$ cat src/rtl/lockable_bank_ctrl.sv
// Sticky-lock configuration register bank with a round-robin
// arbitrated, single-port write path shared by NREQ requesters.
module lockable_bank_ctrl #(
   parameter int NREQ = 4,
   parameter int AW   = 2,
   parameter int DW   = 8
) (
   input  logic                     clk,
   input  logic                     rst_n,
   input  logic [NREQ-1:0]          req,
   input  logic [NREQ*AW-1:0]       req_addr,
   input  logic [NREQ*DW-1:0]       req_wdata,
   input  logic [NREQ-1:0]          req_lock,
   input  logic                     lock_all,
   output logic [NREQ-1:0]          done,
   output logic                     err,
   output logic                     busy,
   output logic [(2**AW)-1:0]       lock_status,
   output logic [(2**AW)*DW-1:0]    reg_out
);

   localparam int NREG = 2**AW;
   localparam int IW   = (NREQ > 1) ? $clog2(NREQ) : 1;

   typedef enum logic [1:0] {
      IDLE = 2'd0,
      EXEC = 2'd1,
      RESP = 2'd2
   } state_t;

   state_t            state;
   state_t            state_n;

   logic [IW-1:0]     ptr;
   logic [IW-1:0]     nxt_ptr;
   logic [IW-1:0]     win;
   logic              found;
   logic [IW:0]       sum;
   logic [IW-1:0]     idx;

   logic [IW-1:0]     w_q;
   logic [AW-1:0]     a_q;
   logic [DW-1:0]     d_q;
   logic              lk_q;

   logic              take;
   logic              wr_en;
   logic              locked;
   logic              err_n;
   logic [NREQ-1:0]   done_n;

   logic [DW-1:0]     regs [NREG];
   logic [NREG-1:0]   lock_bits;

   // Rotating-priority scan starting at ptr; first requester wins.
   always_comb begin
      win   = ptr;
      found = 1'b0;
      sum   = '0;
      idx   = '0;
      for (int k = 0; k < NREQ; k++) begin
         sum = {1'b0, ptr} + (IW+1)'(k);
         if (sum >= (IW+1)'(NREQ)) begin
            sum = sum - (IW+1)'(NREQ);
         end
         idx = sum[IW-1:0];
         if (!found && req[idx]) begin
            found = 1'b1;
            win   = idx;
         end
      end
   end

   assign nxt_ptr = (w_q == IW'(NREQ-1)) ? '0 : w_q + 1'b1;

   // Next-state and next-output decode for the write FSM.
   always_comb begin
      state_n = state;
      take    = 1'b0;
      wr_en   = 1'b0;
      err_n   = 1'b0;
      done_n  = '0;
      locked  = lock_bits[a_q] | lock_all;
      unique case (state)
         IDLE: begin
            if (|req) begin
               state_n = EXEC;
               take    = 1'b1;
            end
         end
         EXEC: begin
            state_n     = RESP;
            wr_en       = ~locked;
            err_n       = locked;
            done_n[w_q] = 1'b1;
         end
         RESP: begin
            state_n = IDLE;
         end
         default: begin
            state_n = IDLE;
         end
      endcase
   end

   // State, pointer and registered handshake outputs.
   always_ff @(posedge clk) begin
      if (!rst_n) begin
         state <= IDLE;
         ptr   <= '0;
         done  <= '0;
         err   <= 1'b0;
         busy  <= 1'b0;
      end else begin
         state <= state_n;
         done  <= done_n;
         err   <= err_n;
         busy  <= (state_n != IDLE);
         if (state == EXEC) begin
            ptr <= nxt_ptr;
         end
      end
   end

   // Capture the winning request so it stays fixed through EXEC.
   always_ff @(posedge clk) begin
      if (!rst_n) begin
         w_q  <= '0;
         a_q  <= '0;
         d_q  <= '0;
         lk_q <= 1'b0;
      end else if (take) begin
         w_q  <= win;
         a_q  <= req_addr[win*AW +: AW];
         d_q  <= req_wdata[win*DW +: DW];
         lk_q <= req_lock[win];
      end
   end

   // Register bank; only an unlocked EXEC write changes contents.
   always_ff @(posedge clk) begin
      if (!rst_n) begin
         for (int r = 0; r < NREG; r++) begin
            regs[r] <= '0;
         end
      end else if (wr_en) begin
         regs[a_q] <= d_q;
      end
   end

   // Sticky lock bits; lock_all overrides in any state.
   always_ff @(posedge clk) begin
      if (!rst_n) begin
         lock_bits <= '0;
      end else if (lock_all) begin
         lock_bits <= '1;
      end else if (wr_en && lk_q) begin
         lock_bits[a_q] <= 1'b1;
      end
   end

   assign lock_status = lock_bits;

   for (genvar r = 0; r < NREG; r++) begin : g_out
      assign reg_out[r*DW +: DW] = regs[r];
   end

endmodule
$ cat config.mk
export PLATFORM = sky130hd
export DESIGN_NAME = lockable_bank_ctrl
export DESIGN_NICKNAME = d
export VERILOG_FILES = /design/src/rtl/lockable_bank_ctrl.sv
export SDC_FILE = /design/constraint.sdc
export NUM_CORES = 1
export LEC_CHECK = 0
export ABC_AREA = 1
export CORE_MARGIN = 2
export CORE_UTILIZATION = 50
export DETAILED_ROUTE_END_ITERATION = 8
export PLACE_DENSITY = 0.94
export SLEW_MARGIN = 20
export SYNTH_ARGS = -nofsm -noshare
export SYNTH_HDL_FRONTEND = slang
export SYNTH_SLANG_ARGS = --single-unit
$ cat constraint.sdc
create_clock -name clk -period 3.9 [get_ports clk]
set_clock_uncertainty 0.1 [all_clocks]
set_input_delay 0.975 -clock clk [delete_from_list [all_inputs] [get_ports clk]]
set_output_delay 0.975 -clock clk [all_outputs]
set_load 0.02 [all_outputs]
==> qor.txt, run 1 <==
Status: completed
Gr usage total: 22.2%
Setup bufs post-CTS: 0
Final Max Tran Viols: 0
Most frequent CP cell: nand2_1
Share of cells above drive strength 1: 7.29%
Max_cap viols: 0
Hold Crit Start: d_q[4]
HP Class: flip-flop to flip-flop
Reg-to-reg endpoint: d_q[1]
Worst r2r path cells: 14
# hold bufs at CTS: 0
YS warnings: 0
Syn nets: 439
Worst Hold Path EP: d_q[4]
Synth Cell Area: 0.00298 mm²
DRT Pass-1 Iters: 4
Core area: 0.00585 mm²
DR vias: 2738
Initial antenna violation count: 0
Worst-path cell chain: clkdlybuf4s50_1 > nand2_1 > nand2_1 > nand2_1 > nand2_1 > nand2_1 > inv_1 > nand3_2 > nand2_4 > nand2_1 > nand2_1 > nand2_1 > nand3_1 > nand2_1 > inv_1
Final nets: 530
Setup_tns: 0 ns
CP top delay family: simple AND/OR/NAND/NOR gates
Crit-path max FO: 23
Synth cell types: 26
FMAX: 337 MHz
LEAKAGE: 1.83 nW
DRT Wirelength: 6.64 mm
Post-CTS Resized: 0
Maximum VDD drop: 0.000269 V
Syn Area/Cell: 7.75 µm²
Crit. End Element: flip-flop
Routed Antenna Nets: 0
Fillcell total: 435
DP Wirelength: 5.15 mm
Die Wd: 81.2 µm
Clk buf depth: 2
First-pass GRT wire length: 11.0 mm
IO Pins: 93
Clock Tree Root: clkbuf_8
Die Height: 81.2 µm
# DRC: 0
Least-Margin Pin Slew: 0.722 ns
Worst path required time: 4.08 ns
Largest net degree at the start of global routing: 24
Buf/Inv on CP: 3
Area Overhead vs Synth: 39.4%
Vias per inst: 4.93
Row count: 28
Routed len/inst: 12.0 µm
Initial Utilization: 50.9%
Relative slew slack: 51.9%
Power per cell area: 465 mW/mm²
CTS tree: done
Critical-path top delay cell: clkdlybuf4s50_1
Mapped Cells: 384
Power Total: 1.93 mW
Setup CP Type: input pin to flip-flop
Hold Crit Depth: 2
Placer Congestion: 0.885
H-tree levels: 3
Vias in the first global route: 2555
Post-layout min period: 2.97 ns
CP arrival: 3.15 ns
Tcrit/Tclk final: 76.1%
Crit-path max cell delay: 0.53 ns
Yosys reg bits: 59
Congestion Overflow GR: 0
Worst skew pair latency: 0.33 ns
Port Buffer Count: 92
RSZ-0062 raised after global routing: no
Startpoint Class: input pin
CTS buffer count: 9
Post-synthesis sequential area ratio: 50.4%
Final setup fails: 0
RR Startpoint: ptr[0]
Die area: 0.00659 mm²
Worst-path clk slew: 0.06 ns
R2r setup slk: 1.25 ns
Ant. Diodes: 0
Starting DRC count in detailed routing: 165
Clock sinks: 59
Hold Fails Final Rpt: 0
flip-flops by register name, summed over array words and instances (netlist names), 2 cells and up:
signal / count
done: 4
ptr: 2
w_q: 2
regs: 32
d_q: 8
lock_status: 4
state: 2
a_q: 2
tightest hold or removal path: stages (launching register included):
cell and delay (ns):
dfxtp_1 0.31, nand2_1 0.06, a21oi_1 0.06
routing by layer:
layer	part of all wire, %	GRT usage [%]	vias up
li1	-	-	1405
met1	42	26.1	1195
met2	48	38.6	127
met3	7.7	6.11	11
met4	1.8	8.64	0
met5	0	0	-
per-stage QoR:
stage,instances,utilization (%),worst slack [ns],hold WS (ns),area (µm²)
after floorplan,384,-,1.30,0.345,2980
after global placement,539,66.8,0.728,0.358,3910
after detailed placement,539,66.8,0.607,0.380,3910
after CTS,555,70.9,0.962,0.389,4150
after global routing,555,70.9,0.699,0.405,4150
final,555,70.9,0.931,0.385,4150
logic make-up after synthesis:
family | count (synthesis) | share of synthesized area (%)
compound gates | 28 | 5.00
simple gates | 230 | 33.3
flops | 59 | 50.4
fa+ha+maj | 4 | 1.68
buf+inv | 63 | 9.58
worst max path at each step:
stage	startpoint	depth (start not counted)	to
after CTS	req[2]	15	d_q[1]
final	req[2]	15	d_q[1]
after detailed placement	req[2]	14	d_q[5]
after floorplan	lock_all	5	regs[3][0]
after global routing	req[3]	15	lk_q
after global placement	req[2]	14	d_q[4]
Yosys cell counts (all sizes together):
cell type    n  area share [%]
a31oi        2            0.42
nand3b       4             1.0
inv         48             6.1
dfxtp       27              18
a211oi       2            0.50
nor3         6             1.0
o22ai        1            0.21
nand3       42             7.2
a21oi       17             2.9
buf         13             3.3
o21ai        6             1.0
edfxtp      32              32
nor2        44             5.9
nand2      133              18
ha           4             1.7
nor4         1            0.21
clkbuf       2            0.25
power by group:
part | total [mW] | switching [mW] | internal (mW)
clock | 0.653 | 0.230 | 0.423
combinational | 0.530 | 0.328 | 0.201
sequential | 0.746 | 0.0357 | 0.711
cell usage in the layout (no fill, tap or decap):
master / count
nand2_2: 8
nand3_2: 1
clkinv_4: 2
buf_4: 3
a211oi_1: 2
a21oi_1: 17
nand3_1: 41
bufinv_16: 3
dfxtp_1: 27
nor2_4: 1
o21ai_0: 5
nand3b_1: 4
clkdlybuf4s50_1: 92
nor4_1: 1
inv_1: 44
nor2_1: 42
o21ai_1: 1
clkinv_2: 1
o22ai_1: 1
nand2_4: 2
nor3_1: 6
nand2_1: 123
clkinv_1: 1
edfxtp_1: 32
nor2_2: 1
clkbuf_8: 9
ha_1: 4
a31oi_1: 2
inv_2: 4
final cells by class:
cell class              count  area, µm²  area share [%]
repair buffers             95        943            22.7
inverters                  48        180            4.34
flip-flops and latches     59       1500            36.2
multi-input cells         262       1190            28.7
clock buffers               9        124            2.99
well taps                  75       93.8            2.26
clock inverters             7        116            2.80
(Power assumes the default switching activity.)
==> run 2: changes to the inputs <==
CORE_UTILIZATION = 47   (was 50)
PLACE_DENSITY = 0.9   (was 0.94)
clock period = 2.8 ns   (was 3.9 ns; I/O delays follow)
==> qor.txt, run 2 (synthesized netlist as in run 1, its figures left out) <==
Clk buf depth: 2
Buf/Inv on CP: 2
DRT Wirelength: 6.69 mm
Fin cells: 561
Final setup fails: 0
FMAX: 398 MHz
Tcrit/Tclk final: 89.7%
Core area: 0.00603 mm²
# DRC: 0
Least-Margin Pin Slew: 0.430 ns
Setup bufs post-CTS: 0
Fin util: 68.4%
Die area: 0.00699 mm²
Worst skew pair latency: 0.33 ns
Relative slew slack: 71.1%
First-pass GRT wire length: 11.3 mm
RSZ-0062 raised after global routing: no
Placer Congestion: 0.852
Critical-path top delay cell: clkdlybuf4s50_1
Routed len/inst: 11.9 µm
Gr usage total: 20.1%
Setup CP Type: input pin to flip-flop
Post-layout min period: 2.51 ns
Die Height: 83.6 µm
Most frequent cells in the layout: nand2_1 (123), clkdlybuf4s50_1 (92), inv_1 (44)
LEAKAGE: 1.81 nW
Switching part of the total power: 34.3%
Crit. End Element: flip-flop
Largest Register: regs
Max_cap viols: 0
Design area: 0.00412 mm²
Area Overhead vs Synth: 38.5%
Ant. Diodes: 0
Congestion Overflow GR: 0
DRT Pass-1 Iters: 4
Status: completed
Worst-path cell chain: clkdlybuf4s50_1 > inv_1 > nand2_1 > a211oi_1 > nand2_1 > nor2_2 > nand2_1 > nand2_1
DP Wirelength: 5.28 mm
Port Buffer Count: 92
Setup_tns: 0 ns
Crit-path max cell delay: 0.46 ns
DR vias: 2780
Placed Cells: 545
Die Wd: 83.6 µm
Clock sinks: 59
Vias in the first global route: 2513
Pre-CTS setup slack: -0.0711 ns
Initial antenna violation count: 0
# hold bufs at CTS: 0
Top flop regs: regs x32, d_q x8
DP Area: 0.00395 mm²
Starting DRC count in detailed routing: 162
Max FFs per register: 32
Largest net degree at the start of global routing: 24
CTS tree: done
Post-CTS Resized: 0
Initial Utilization: 49.4%
HP Class: flip-flop to flip-flop
Setup slack after layout: 0.288 ns
Most frequent CP cell: nand2_1
Hold slack: 0.370 ns
Power Total: 2.43 mW
Hold Fails Final Rpt: 0
Pint: 1.60 mW
Commonest non-fill, non-tap cell in the layout: nand2_1
Power per cell area: 590 mW/mm²
Share of cells above drive strength 1: 8.64%
Final nets: 536
Row count: 28
Worst-path clk slew: 0.06 ns
CP arrival: 2.41 ns
Logic pwr share: 31.0%
CTS buffer count: 9
Clock network power share: 26.4%
Crit-path max FO: 8
Reg power frac: 42.6%
Final Max Tran Viols: 0
H-tree levels: 3
Maximum VDD drop: 0.000316 V
Routed Antenna Nets: 0
Worst path required time: 2.69 ns
Fillcell total: 477
IO Pins: 93
Switching component of the power: 835 µW
Clock Tree Root: clkbuf_8
Startpoint Class: input pin
Vias per inst: 4.96
CP top delay family: simple AND/OR/NAND/NOR gates
run 2: metal layers:
layer	wire length, µm	vias up	GRT usage [%]
li1	-	1418	-
met1	2960	1234	25.6
met2	3120	122	31.8
met3	527	6	5.44
met4	82	0	9.24
met5	0	-	0
run 2: area by class of cell:
| class | count | area [µm²] | share of cell area, % |
|---|---|---|---|
| multi-input combinational | 262 | 1190 | 28.9 |
| tap | 75 | 93.8 | 2.28 |
| sequential | 59 | 1500 | 36.4 |
| timing repair buffer | 101 | 988 | 24.0 |
| inverter | 48 | 180 | 4.37 |
| clock inverter | 7 | 45.0 | 1.09 |
| clock buffer | 9 | 124 | 3.00 |
run 2: worst min-delay path: stages, from the launching register on:
cell,delay [ns]
dfxtp_1,0.31
nand2_1,0.06
a21oi_1,0.05
run 2: power by group through the flow:
stage	registers (mW)	logic [mW]	clock network (mW)
after global routing	1.05	0.853	0.691
after detailed placement	1.06	0.750	0
after CTS	1.04	0.754	0.652
final	1.04	0.754	0.642
after floorplan	1.08	0.504	0
after global placement	1.05	0.728	0
run 2: path summary, 6_finish.rpt:
check | start | cells past startpoint | end | slack (ns)
max | lock_all | 8 | regs[1][4] | 0.29
min | d_q[6] | 2 | d_q[6] | 0.37
max reg2reg | ptr[0] | 13 | d_q[5] | 0.40
min reg2reg | d_q[6] | 2 | d_q[6] | 0.37
==> run 3: changes to the inputs <==
CAP_MARGIN = 5   (was not set)
CORE_ASPECT_RATIO = 0.6   (was not set)
GPL_ROUTABILITY_DRIVEN = 0   (was not set)
==> qor.txt, run 3 (synthesized netlist as in run 1, its figures left out) <==
Status: completed
Top flop regs: regs x32, d_q x8
Setup bufs post-CTS: 0
Worst-path cell chain: clkdlybuf4s50_1 > nand2_1 > nand2_1 > nand2_2 > nand2_2 > nand3_1 > nand3_1 > nand2_1 > nand2_1 > nand2_1 > nand2_1 > nand3_1 > nand2_1 > inv_1
Clk buf depth: 2
DP Wirelength: 5.72 mm
Final Max Tran Viols: 0
Fillcell total: 499
LEAKAGE: 1.86 nW
Area Overhead vs Synth: 41.2%
Setup_tns: 0 ns
Hold slack: 0.375 ns
Setup CP Type: input pin to flip-flop
Hold Crit Depth: 2
Switching component of the power: 846 µW
Clock sinks: 59
Pre-CTS setup slack: 0.00372 ns
DR vias: 2802
Max FFs per register: 32
Fin cells: 571
Gr usage total: 21.9%
First-pass GRT wire length: 11.8 mm
Pint: 1.82 mW
Die Height: 65.6 µm
Most frequent cells in the layout: nand2_1 (123), clkdlybuf4s50_1 (92), inv_1 (44)
Vias in the first global route: 2538
Reg power frac: 39.1%
Largest net degree at the start of global routing: 24
Routed len/inst: 12.8 µm
Worst Hold Path EP: d_q[4]
Post-CTS Resized: 0
# hold bufs at CTS: 0
Congestion Overflow GR: 0
HP Class: flip-flop to flip-flop
FMAX: 401 MHz
Power per cell area: 634 mW/mm²
Worst skew pair latency: 0.33 ns
Initial antenna violation count: 0
Switching part of the total power: 31.7%
Initial Utilization: 48.7%
H-tree levels: 3
DP Area: 0.00399 mm²
Hold Fails Final Rpt: 0
Setup slack after layout: 0.309 ns
Maximum VDD drop: 0.000271 V
Ant. Diodes: 0
Placed Cells: 555
Routed Antenna Nets: 0
Design area: 0.00420 mm²
Worst path required time: 2.94 ns
# DRC: 0
Relative slew slack: 71.4%
Die Wd: 107 µm
CP arrival: 2.63 ns
Worst-path clk slew: 0.06 ns
Clock Tree Root: clkbuf_8
CP top delay family: simple AND/OR/NAND/NOR gates
Critical-path top delay cell: clkdlybuf4s50_1
DRT Pass-1 Iters: 5
DRT Wirelength: 7.29 mm
Least-Margin Pin Slew: 0.426 ns
Fin util: 68.8%
Hold Crit Start: d_q[4]
Final setup fails: 0
Tcrit/Tclk final: 89.0%
Vias per inst: 4.91
Worst r2r path cells: 13
Most frequent CP cell: nand2_1
Post-layout min period: 2.49 ns
CTS tree: done
Power Total: 2.67 mW
Die area: 0.00701 mm²
Largest Register: regs
Logic pwr share: 29.6%
Crit-path max cell delay: 0.53 ns
Startpoint Class: input pin
CTS buffer count: 9
Starting DRC count in detailed routing: 215
Final nets: 537
Reg-to-reg endpoint: d_q[4]
Crit-path max FO: 12
RSZ-0062 raised after global routing: no
Port Buffer Count: 92
Share of cells above drive strength 1: 8.62%
R2r setup slk: 0.46 ns
RR Startpoint: ptr[0]
Buf/Inv on CP: 2
Core area: 0.00611 mm²
IO Pins: 93
Row count: 22
Commonest non-fill, non-tap cell in the layout: nand2_1
Crit. End Element: flip-flop
Max_cap viols: 0
Clock network power share: 31.3%
run 3: cell types whose count changed in the layout (fill, tap and decap cells not counted):
cell,previous run,this run
clkinvlp_4,4,1
clkbuf_1,0,1
buf_12,0,1
clkinv_2,3,2
bufinv_16,0,2
clkbuf_8,9,10
run 3: power groups by stage:
stage / logic [mW] / clock network, mW / registers (mW)
4_1_cts: 0.785 / 0.847 / 1.04
5_1_grt: 0.880 / 0.890 / 1.05
3_5_place_dp: 0.781 / 0 / 1.06
2_1_floorplan: 0.504 / 0 / 1.08
3_3_place_gp: 0.755 / 0 / 1.05
6_report: 0.789 / 0.835 / 1.04
run 3: worst reg2reg max path, cell delays in order (launching register included):
cell and delay, ns:
dfxtp_1 0.57, inv_2 0.19, nand2_1 0.11, nand2_2 0.08
nand2_1 0.08, nand2_2 0.08, nor2_4 0.14, nand2_2 0.10
nor2_1 0.13, inv_1 0.06, nand2_1 0.29, nand3_1 0.13
nand3_1 0.10, a21oi_1 0.06
run 3: layout make-up:
cell class	count	area, µm²	area share [%]
Clock buffer	11	141	3.36
Clock inverter	5	77.6	1.85
Inverter	48	180	4.29
Multi-Input combinational cell	262	1190	28.3
Sequential cell	59	1500	35.7
Tap cell	84	105	2.50
Timing Repair Buffer	102	1010	24.0
run 3: worst max path at each step:
stage / from / to / slack (ns) / depth (start not counted)
floorplan: lock_all / regs[3][0] / 0.48 / 5
global placement: lock_all / regs[1][1] / 0.07 / 8
detailed placement: req[2] / d_q[4] / 0.004 / 14
CTS: req[2] / d_q[4] / 0.36 / 14
global route: req[2] / d_q[3] / 0.07 / 14
finish: req[2] / d_q[7] / 0.31 / 14
run 3: metal layers:
metal / global-route usage [%] / vias to the layer above / routed length (µm)
met1: 29.6 / 1220 / 3320
met5: 0 / - / 0
met2: 34.3 / 153 / 3100
met4: 4.55 / 0 / 72
met3: 7.74 / 12 / 794
li1: - / 1417 / -
